**config.mk**
```make
export PLATFORM = sky130hd
export DESIGN_NAME = hazard_control_unit_flat
export DESIGN_NICKNAME = d
export VERILOG_FILES = /design/src/rtl/hazard_control_unit_if.sv /design/src/rtl/hazard_control_unit.sv /design/src/flat_wrapper.sv
export SDC_FILE = /design/constraint.sdc
export NUM_CORES = 1
export LEC_CHECK = 0
export BUFFER_PORTS_ARGS = -buffer_cell sky130_fd_sc_hd__buf_4
export CAP_MARGIN = 20
export CORE_AREA = 2 2 105 107
export DETAILED_ROUTE_END_ITERATION = 10
export DIE_AREA = 0 0 107 109
export PLACE_DENSITY = 0.62
export SLEW_MARGIN = 40
export SYNTH_ARGS = -nofsm -noshare
export SYNTH_HDL_FRONTEND = slang
export SYNTH_SLANG_ARGS = --single-unit
```
**constraint.sdc**
```tcl
create_clock -name clk -period 3.75 [get_ports clk]
set_clock_uncertainty 0.1 [all_clocks]
set_input_delay 0.5625 -clock clk [delete_from_list [all_inputs] [get_ports clk]]
set_output_delay 0.5625 -clock clk [all_outputs]
set_load 0.02 [all_outputs]
```
**src/rtl/hazard_control_unit_if.sv**
```systemverilog
// ---------------------------------------------------------------------------
// hazard_control_unit_if
//
// Purpose:
//   Bundles every pipeline-facing signal of the hazard control unit. The
//   pipeline datapath is the master. It drives the register indices and
//   stage status. The hazard unit is the slave. It returns forwarding
//   selects, barrier-register enables/flushes and the performance counters.
//
// Signal summary (directions seen from the slave / hazard unit):
//   in  id_src_idx      NUM_SRC*REG_IDX_W  ID source indices, operand k at [k*REG_IDX_W +: REG_IDX_W]
//   in  id_src_used     NUM_SRC            operand k is really read in ID
//   in  ex_src_idx      NUM_SRC*REG_IDX_W  EX source indices, same packing
//   in  ex_rd           REG_IDX_W          EX destination
//   in  ex_mem_read     1                  EX instruction is a load
//   in  ex_branch_taken 1                  branch/jump resolved taken in EX
//   in  mem_rd          REG_IDX_W          MEM destination
//   in  mem_reg_write   1                  MEM writes a register
//   in  mem_access      1                  MEM instruction touches data memory
//   in  wb_rd           REG_IDX_W          WB destination
//   in  wb_reg_write    1                  WB writes a register
//   out fwd_sel         2*NUM_SRC          per EX operand: 00 reg, 01 WB data, 10 MEM ALU result
//   out pc_write_en     1                  PC update enable
//   out if_id_write_en  1                  IF/ID barrier enable
//   out if_id_flush     1                  IF/ID loads NOP
//   out id_ex_write_en  1                  ID/EX barrier enable
//   out id_ex_flush     1                  ID/EX loads bubble
//   out ex_mem_write_en 1                  EX/MEM barrier enable
//   out mem_wb_bubble   1                  MEM/WB loads bubble
//   out stall_cycles    CNT_W              cycles with pc_write_en=0 since reset
//   out flush_count     CNT_W              taken-branch flushes since reset
// ---------------------------------------------------------------------------
interface hazard_control_unit_if #(
    parameter int NUM_SRC   = 2,
    parameter int REG_IDX_W = 5,
    parameter int CNT_W     = 32
);
    logic [NUM_SRC*REG_IDX_W-1:0] id_src_idx;
    logic [NUM_SRC-1:0]           id_src_used;
    logic [NUM_SRC*REG_IDX_W-1:0] ex_src_idx;
    logic [REG_IDX_W-1:0]         ex_rd;
    logic                         ex_mem_read;
    logic                         ex_branch_taken;
    logic [REG_IDX_W-1:0]         mem_rd;
    logic                         mem_reg_write;
    logic                         mem_access;
    logic [REG_IDX_W-1:0]         wb_rd;
    logic                         wb_reg_write;

    logic [2*NUM_SRC-1:0]         fwd_sel;
    logic                         pc_write_en;
    logic                         if_id_write_en;
    logic                         if_id_flush;
    logic                         id_ex_write_en;
    logic                         id_ex_flush;
    logic                         ex_mem_write_en;
    logic                         mem_wb_bubble;
    logic [CNT_W-1:0]             stall_cycles;
    logic [CNT_W-1:0]             flush_count;

    // Pipeline datapath side
    modport master (
        output id_src_idx, id_src_used, ex_src_idx, ex_rd, ex_mem_read,
               ex_branch_taken, mem_rd, mem_reg_write, mem_access,
               wb_rd, wb_reg_write,
        input  fwd_sel, pc_write_en, if_id_write_en, if_id_flush,
               id_ex_write_en, id_ex_flush, ex_mem_write_en, mem_wb_bubble,
               stall_cycles, flush_count
    );

    // Hazard control unit side
    modport slave (
        input  id_src_idx, id_src_used, ex_src_idx, ex_rd, ex_mem_read,
               ex_branch_taken, mem_rd, mem_reg_write, mem_access,
               wb_rd, wb_reg_write,
        output fwd_sel, pc_write_en, if_id_write_en, if_id_flush,
               id_ex_write_en, id_ex_flush, ex_mem_write_en, mem_wb_bubble,
               stall_cycles, flush_count
    );
endinterface

```
**src/rtl/hazard_control_unit.sv**
```systemverilog
// ---------------------------------------------------------------------------
// hazard_control_unit
//
// Purpose:
//   Central hazard controller for the 5-stage RISC-V pipeline. It provides:
//     - operand forwarding for NUM_SRC EX operands (MEM beats WB),
//     - one-cycle load-use stall detection,
//     - taken-branch flush of IF/ID and ID/EX,
//     - a whole-pipeline freeze of MEM_LATENCY cycles per data-memory access,
//     - saturating stall-cycle and flush performance counters.
//
// Ports:
//   clk    in  rising-edge clock
//   reset  in  asynchronous, active-high reset
//   bus    slave modport of hazard_control_unit_if (see that file for signals)
//
// Parameters:
//   NUM_SRC      source operands per instruction (1..4)
//   REG_IDX_W    register index width
//   MEM_LATENCY  extra frozen cycles per data-memory access (0..15, 0 = none)
//   CNT_W        performance counter width
// ---------------------------------------------------------------------------
module hazard_control_unit #(
    parameter int NUM_SRC     = 2,
    parameter int REG_IDX_W   = 5,
    parameter int MEM_LATENCY = 0,
    parameter int CNT_W       = 32
) (
    input  logic                  clk,
    input  logic                  reset,
    hazard_control_unit_if.slave  bus
);

    typedef enum logic {
        ST_RUN  = 1'b0,
        ST_WAIT = 1'b1
    } state_t;

    // The first frozen cycle happens in RUN, so WAIT only needs to count the
    // remaining MEM_LATENCY-1 frozen cycles before its release cycle.
    localparam int             LAT_INIT  = (MEM_LATENCY > 0) ? MEM_LATENCY - 1 : 0;
    localparam logic [3:0]     WAIT_INIT = 4'(LAT_INIT);
    localparam logic [CNT_W-1:0] CNT_MAX = '1;

    state_t             state_q;
    logic [3:0]         wait_cnt_q;
    logic [CNT_W-1:0]   stall_cnt_q;
    logic [CNT_W-1:0]   stall_cnt_d;
    logic [CNT_W-1:0]   flush_cnt_q;
    logic [CNT_W-1:0]   flush_cnt_d;

    logic               freeze;
    logic               load_use;
    logic [2*NUM_SRC-1:0] fwd_sel_c;
    logic               pc_we_c;
    logic               if_id_we_c;
    logic               if_id_flush_c;
    logic               id_ex_we_c;
    logic               id_ex_flush_c;
    logic               ex_mem_we_c;
    logic               mem_wb_bubble_c;

    // Freeze is asserted combinationally. An access entering MEM freezes the
    // pipeline in the same cycle it shows up, before the FSM has left RUN.
    always_comb begin
        freeze = 1'b0;
        if (MEM_LATENCY > 0) begin
            if (state_q == ST_RUN) begin
                freeze = bus.mem_access;
            end else begin
                freeze = (wait_cnt_q != 4'd0);
            end
        end
    end

    // Freeze FSM. WAIT with a zero counter is the release cycle. The access
    // advances on that edge and the FSM goes back to RUN, where an access
    // that follows straight after starts a fresh freeze.
    always_ff @(posedge clk or posedge reset) begin
        if (reset) begin
            state_q    <= ST_RUN;
            wait_cnt_q <= 4'd0;
        end else begin
            case (state_q)
                ST_RUN: begin
                    if ((MEM_LATENCY > 0) && bus.mem_access) begin
                        state_q    <= ST_WAIT;
                        wait_cnt_q <= WAIT_INIT;
                    end
                end
                ST_WAIT: begin
                    if (wait_cnt_q != 4'd0) begin
                        wait_cnt_q <= wait_cnt_q - 4'd1;
                    end else begin
                        state_q <= ST_RUN;
                    end
                end
                default: begin
                    state_q    <= ST_RUN;
                    wait_cnt_q <= 4'd0;
                end
            endcase
        end
    end

    // Load-use hazard: the load in EX produces a register that the ID
    // instruction really reads. Register x0 never creates a dependency.
    always_comb begin
        load_use = 1'b0;
        if (bus.ex_mem_read && (bus.ex_rd != '0)) begin
            for (int k = 0; k < NUM_SRC; k++) begin
                if (bus.id_src_used[k] &&
                    (bus.id_src_idx[k*REG_IDX_W +: REG_IDX_W] == bus.ex_rd)) begin
                    load_use = 1'b1;
                end
            end
        end
    end

    // Forwarding stays active during a freeze because the EX operands must
    // remain correct while the instruction waits. The younger MEM result
    // wins over WB.
    always_comb begin
        fwd_sel_c = '0;
        if (!reset) begin
            for (int k = 0; k < NUM_SRC; k++) begin
                if (bus.ex_src_idx[k*REG_IDX_W +: REG_IDX_W] == '0) begin
                    fwd_sel_c[2*k +: 2] = 2'b00;
                end else if (bus.mem_reg_write &&
                             (bus.mem_rd == bus.ex_src_idx[k*REG_IDX_W +: REG_IDX_W])) begin
                    fwd_sel_c[2*k +: 2] = 2'b10;
                end else if (bus.wb_reg_write &&
                             (bus.wb_rd == bus.ex_src_idx[k*REG_IDX_W +: REG_IDX_W])) begin
                    fwd_sel_c[2*k +: 2] = 2'b01;
                end else begin
                    fwd_sel_c[2*k +: 2] = 2'b00;
                end
            end
        end
    end

    // Barrier-register control, in priority order: freeze, taken branch,
    // load-use, normal flow. A taken branch squashes the ID instruction, so
    // any load-use hazard it had is irrelevant. During a freeze, branch and
    // load-use are deferred to the release cycle because EX is not moving.
    always_comb begin
        pc_we_c         = 1'b0;
        if_id_we_c      = 1'b0;
        if_id_flush_c   = 1'b0;
        id_ex_we_c      = 1'b0;
        id_ex_flush_c   = 1'b0;
        ex_mem_we_c     = 1'b0;
        mem_wb_bubble_c = 1'b0;
        if (!reset) begin
            if (freeze) begin
                mem_wb_bubble_c = 1'b1;
            end else if (bus.ex_branch_taken) begin
                pc_we_c       = 1'b1;
                if_id_we_c    = 1'b1;
                if_id_flush_c = 1'b1;
                id_ex_we_c    = 1'b1;
                id_ex_flush_c = 1'b1;
                ex_mem_we_c   = 1'b1;
            end else if (load_use) begin
                id_ex_we_c    = 1'b1;
                id_ex_flush_c = 1'b1;
                ex_mem_we_c   = 1'b1;
            end else begin
                pc_we_c     = 1'b1;
                if_id_we_c  = 1'b1;
                id_ex_we_c  = 1'b1;
                ex_mem_we_c = 1'b1;
            end
        end
    end

    // Next values for the performance counters. Both counters stop at
    // all-ones so a long run cannot wrap them back to small values.
    always_comb begin
        stall_cnt_d = stall_cnt_q;
        flush_cnt_d = flush_cnt_q;
        if (!pc_we_c && (stall_cnt_q != CNT_MAX)) begin
            stall_cnt_d = stall_cnt_q + 1'b1;
        end
        if (bus.ex_branch_taken && !freeze && (flush_cnt_q != CNT_MAX)) begin
            flush_cnt_d = flush_cnt_q + 1'b1;
        end
    end

    // Performance counter registers.
    always_ff @(posedge clk or posedge reset) begin
        if (reset) begin
            stall_cnt_q <= '0;
            flush_cnt_q <= '0;
        end else begin
            stall_cnt_q <= stall_cnt_d;
            flush_cnt_q <= flush_cnt_d;
        end
    end

    assign bus.fwd_sel         = fwd_sel_c;
    assign bus.pc_write_en     = pc_we_c;
    assign bus.if_id_write_en  = if_id_we_c;
    assign bus.if_id_flush     = if_id_flush_c;
    assign bus.id_ex_write_en  = id_ex_we_c;
    assign bus.id_ex_flush     = id_ex_flush_c;
    assign bus.ex_mem_write_en = ex_mem_we_c;
    assign bus.mem_wb_bubble   = mem_wb_bubble_c;
    assign bus.stall_cycles    = stall_cnt_q;
    assign bus.flush_count     = flush_cnt_q;

endmodule

```
**src/flat_wrapper.sv**
```systemverilog
// flat-port wrapper written by rule: the top's interface ports become plain ports
module hazard_control_unit_flat 
#(
    parameter int NUM_SRC     = 2,
    parameter int REG_IDX_W   = 5,
    parameter int MEM_LATENCY = 0,
    parameter int CNT_W       = 32
)
  (clk, reset, bus_id_src_idx, bus_id_src_used, bus_ex_src_idx, bus_ex_rd, bus_ex_mem_read, bus_ex_branch_taken, bus_mem_rd, bus_mem_reg_write, bus_mem_access, bus_wb_rd, bus_wb_reg_write, bus_fwd_sel, bus_pc_write_en, bus_if_id_write_en, bus_if_id_flush, bus_id_ex_write_en, bus_id_ex_flush, bus_ex_mem_write_en, bus_mem_wb_bubble, bus_stall_cycles, bus_flush_count);
  hazard_control_unit_if #(.NUM_SRC(NUM_SRC), .REG_IDX_W(REG_IDX_W), .CNT_W(CNT_W)) bus_i ();
  input  logic clk;
  input  logic reset;
  input wire logic [$bits(bus_i.id_src_idx)-1:0] bus_id_src_idx;
  input wire logic [$bits(bus_i.id_src_used)-1:0] bus_id_src_used;
  input wire logic [$bits(bus_i.ex_src_idx)-1:0] bus_ex_src_idx;
  input wire logic [$bits(bus_i.ex_rd)-1:0] bus_ex_rd;
  input wire logic [$bits(bus_i.ex_mem_read)-1:0] bus_ex_mem_read;
  input wire logic [$bits(bus_i.ex_branch_taken)-1:0] bus_ex_branch_taken;
  input wire logic [$bits(bus_i.mem_rd)-1:0] bus_mem_rd;
  input wire logic [$bits(bus_i.mem_reg_write)-1:0] bus_mem_reg_write;
  input wire logic [$bits(bus_i.mem_access)-1:0] bus_mem_access;
  input wire logic [$bits(bus_i.wb_rd)-1:0] bus_wb_rd;
  input wire logic [$bits(bus_i.wb_reg_write)-1:0] bus_wb_reg_write;
  output wire logic [$bits(bus_i.fwd_sel)-1:0] bus_fwd_sel;
  output wire logic [$bits(bus_i.pc_write_en)-1:0] bus_pc_write_en;
  output wire logic [$bits(bus_i.if_id_write_en)-1:0] bus_if_id_write_en;
  output wire logic [$bits(bus_i.if_id_flush)-1:0] bus_if_id_flush;
  output wire logic [$bits(bus_i.id_ex_write_en)-1:0] bus_id_ex_write_en;
  output wire logic [$bits(bus_i.id_ex_flush)-1:0] bus_id_ex_flush;
  output wire logic [$bits(bus_i.ex_mem_write_en)-1:0] bus_ex_mem_write_en;
  output wire logic [$bits(bus_i.mem_wb_bubble)-1:0] bus_mem_wb_bubble;
  output wire logic [$bits(bus_i.stall_cycles)-1:0] bus_stall_cycles;
  output wire logic [$bits(bus_i.flush_count)-1:0] bus_flush_count;
  assign bus_i.id_src_idx = bus_id_src_idx;
  assign bus_i.id_src_used = bus_id_src_used;
  assign bus_i.ex_src_idx = bus_ex_src_idx;
  assign bus_i.ex_rd = bus_ex_rd;
  assign bus_i.ex_mem_read = bus_ex_mem_read;
  assign bus_i.ex_branch_taken = bus_ex_branch_taken;
  assign bus_i.mem_rd = bus_mem_rd;
  assign bus_i.mem_reg_write = bus_mem_reg_write;
  assign bus_i.mem_access = bus_mem_access;
  assign bus_i.wb_rd = bus_wb_rd;
  assign bus_i.wb_reg_write = bus_wb_reg_write;
  assign bus_fwd_sel = bus_i.fwd_sel;
  assign bus_pc_write_en = bus_i.pc_write_en;
  assign bus_if_id_write_en = bus_i.if_id_write_en;
  assign bus_if_id_flush = bus_i.if_id_flush;
  assign bus_id_ex_write_en = bus_i.id_ex_write_en;
  assign bus_id_ex_flush = bus_i.id_ex_flush;
  assign bus_ex_mem_write_en = bus_i.ex_mem_write_en;
  assign bus_mem_wb_bubble = bus_i.mem_wb_bubble;
  assign bus_stall_cycles = bus_i.stall_cycles;
  assign bus_flush_count = bus_i.flush_count;
  hazard_control_unit #(.NUM_SRC(NUM_SRC), .REG_IDX_W(REG_IDX_W), .MEM_LATENCY(MEM_LATENCY), .CNT_W(CNT_W)) u_core (.clk(clk), .reset(reset), .bus(bus_i));
endmodule
```
==> metrics.md <==
| Metric | Value |
|---|---|
| Multi-input logic area | `0.00190 mm^2` |
| Total number of vias | `2988` |
| Post-synth ARST share | `100%` |
| Routed length per instance | `14.6 um` |
| Gr usage total | `15.8%` |
| Global-route wire length before repair | `14400 um` |
| CTS Sinks | `64` |
| Fin Hold WS | `0.394 ns` |
| Initial Utilization | `33.9%` |
| Leak Pwr | `2.29 nW` |
| CP max-delay cell | `or4_1` |
| Total of max-cap violations | `0` |
| Top cells by area, synth | `dfrtp_1 45%, xnor2_1 12%, xor2_1 9.7%` |
| VDD IR max | `0.174 mV` |
| Largest net degree at the start of global routing | `65` |
| Worst-case clock buffer depth | `2` |
| Setup crit end kind | `output pin` |
| DR iter-0 viols | `97` |
| Grt total ovfl | `0` |
| Final period utilization | `72.5%` |
| Post-Synthesis Cells | `355` |
| Hold Crit Class | `register to register` |
| Slew Limit Fails | `0` |
| Vias in the first global route | `2835` |
| Antenna viol nets, final | `0` |
| Fill cells | `1019` |
| Die ar. | `0.0117 mm^2` |
| Worst endpoint required time | `3.09 ns` |
| Number of CTS-inserted buffers | `9` |
| Worst Path Class, Setup | `input pin to output pin` |
| Post-Place Setup Slack | `1.02 ns` |
| GP Congestion | `0.775` |
| Port Buf Inserts | `116` |
| DRC viols | `0` |
| Die width | `107 um` |
| Clock latency on the worst-skew pair | `0.35 ns` |
| Most instantiated cells after synthesis | `64 x dfrtp_1, 51 x xnor2_1, 40 x xor2_1` |
| Final Hold Fails | `0` |
| DPL Wire Length | `6770 um` |
| Crit path max fanout | `8` |
| Post-Syn Nets | `401` |
| Synth Cell Area | `0.00359 mm^2` |
| Leading area contributor after synthesis | `dfrtp_1` |
| R2r setup slk | `1.41 ns` |
| Tmin final | `2.72 ns` |
| Row count | `38` |
| Syn avg cell area | `10.1 um^2` |
| CTS resizes | `0` |
| Share of layout cells above drive strength 1 | `31.2%` |
| Top cell by count, worst path | `buf_4` |
| Hold_buf cts | `0` |
| Diodes inserted | `0` |
| Arrival @ worst endpoint | `2.06 ns` |
| Final TNS setup | `0 ns` |
| Power after layout | `2.09 mW` |
| RR Endpoint | `u_core.bus.stall_cycles[1]` |
| Die height | `109 um` |
| Register bit count reported by yosys | `64` |
| # IOs | `119` |
| Synth top area share | `44.6%` |
| Largest stage delay on the critical path | `0.55 ns` |
| Fmax | `368 MHz` |
| Initial antenna violation count | `0` |
| # setup viols final | `0` |
| 1st-pass router iterations | `6` |
| Final wirelength | `9020 um` |
| Relative slew slack | `48.8%` |
| Htree depth | `3` |
| Final net count | `519` |
| Post-layout util | `45.6%` |
| Sequential share of the synthesized area | `44.6%` |
| Root Buffer | `clkbuf_8` |
| R2R depth | `6` |
| Worst Max-Slew Pin Slew | `0.764 ns` |
| Crit path to | `bus_if_id_write_en` |
| Ys Warns | `0` |
| CTS tree | `built` |
| Crit path cell chain | `buf_4 -> or4_1 -> o21ai_1 -> nor2_1 -> a21oi_4 -> buf_4` |
| Primary FF master, synth | `dfrtp_1` |
| Reg clk slew, reported paths | `0.08 ns` |
| Setup WS post-layout | `1.03 ns` |
| EDFF count, synth | `0` |
| Count leader, synth | `dfrtp_1` |
| Synth cell types | `46` |
| Register cell area after layout | `0.00160 mm^2` |
| R2R Path Start | `u_core.bus.stall_cycles[0]` |
| Avg Vias per Cell | `4.83` |
| Crit path launch type | `input pin` |
| PD cells | `433 mW/mm^2` |
| Outcome | `complete, no violations` |
| Setup Fix Bufs, Post-CTS | `0` |
| CP Launch Point | `bus_ex_rd[0]` |
| RSZ-0062 raised after global routing | `no` |
| P&R area growth vs syn | `34.6%` |
| Core area | `0.0106 mm^2` |
kinds of logic (layout without fill, tap and decap cells):
family                     count (synthesis)  in the layout  synth area share [%]
adders and majority gates                  2              2                 0.696
and+or+nand+nor                          163            163                  25.5
AOI/OAI and AO/OA                         13             13                  3.13
DFF                                       64             64                  44.6
xor gates and xnor gates                  91             91                  22.2
muxes                                      3              3                 0.940
other                                      1              1                 0.104
buffers and inverters                     18            141                  2.92
layer usage:
layer | vias to the layer above | wire length (um) | GRT usage (%) | part of all wire, %
met1 | 1420 | 3970 | 20.5 | 44
li1 | 1462 | - | - | -
met3 | 17 | 404 | 3.41 | 4.5
met5 | - | 0 | 0 | 0
met2 | 89 | 4460 | 25.9 | 49
met4 | 0 | 189 | 5.84 | 2.1
critical path: cells and delay by family:
family                 cells  cell delay [ns]
AOI/OAI and AO/OA          2             0.51
buffers and inverters      2             0.34
and+or+nand+nor            2             0.65
through the flow:
step                      std cells  area (um^2)
final                           618         4840
after global routing            618         4840
after CTS                       618         4830
after detailed placement        602         4580
after global placement          602         4570
after floorplan                 355         3590
placed cells by master, fill, tap and decap left out, types with 2 or more instances in the layout:
| cell type | count |
|---|---|
| and2_1 | 2 |
| nand2b_1 | 2 |
| nand4_1 | 18 |
| clkbuf_8 | 10 |
| nand3_1 | 27 |
| mux2_1 | 3 |
| xnor2_1 | 51 |
| a21oi_1 | 2 |
| or4_1 | 3 |
| nor4_2 | 3 |
| nor2_1 | 29 |
| nor3_1 | 17 |
| nand2_1 | 30 |
| o21ai_1 | 2 |
| inv_1 | 7 |
| buf_4 | 116 |
| ha_1 | 2 |
| and3_1 | 4 |
| bufinv_16 | 3 |
| xor2_1 | 40 |
| dfrtp_1 | 64 |
| and4_1 | 5 |
| nor4_1 | 9 |
how the worst min path moves through the flow:
| stage | cells after the start | endpoint | startpoint |
|---|---|---|---|
| finish | 1 | u_core.bus.flush_count[11] | u_core.bus.flush_count[11] |
| global route | 1 | u_core.bus.flush_count[18] | u_core.bus.flush_count[18] |
| CTS | 1 | u_core.bus.flush_count[11] | u_core.bus.flush_count[11] |
| detailed placement | 1 | u_core.bus.flush_count[11] | u_core.bus.flush_count[11] |
| global placement | 1 | u_core.bus.flush_count[11] | u_core.bus.flush_count[11] |
| floorplan | 1 | u_core.bus.flush_count[11] | u_core.bus.flush_count[11] |
final cells by class:
cell class	instances	share of cell area (%)
flip-flops and latches	64	33.1
clock inverters	6	2.38
inverters	8	0.621
well taps	140	3.62
clock buffers	10	2.84
repair buffers	117	18.2
multi-input cells	273	39.2
state kept, by name (all words and copies together) (netlist names):
register,flops
u_core.bus.stall_cycles,32
u_core.bus.flush_count,32
where the power goes:
part | internal (mW) | switching, mW
clock network | 0.463 | 0.289
registers | 0.759 | 0.102
logic | 0.211 | 0.270
No activity file was read; power rests on OpenSTA's default activity.
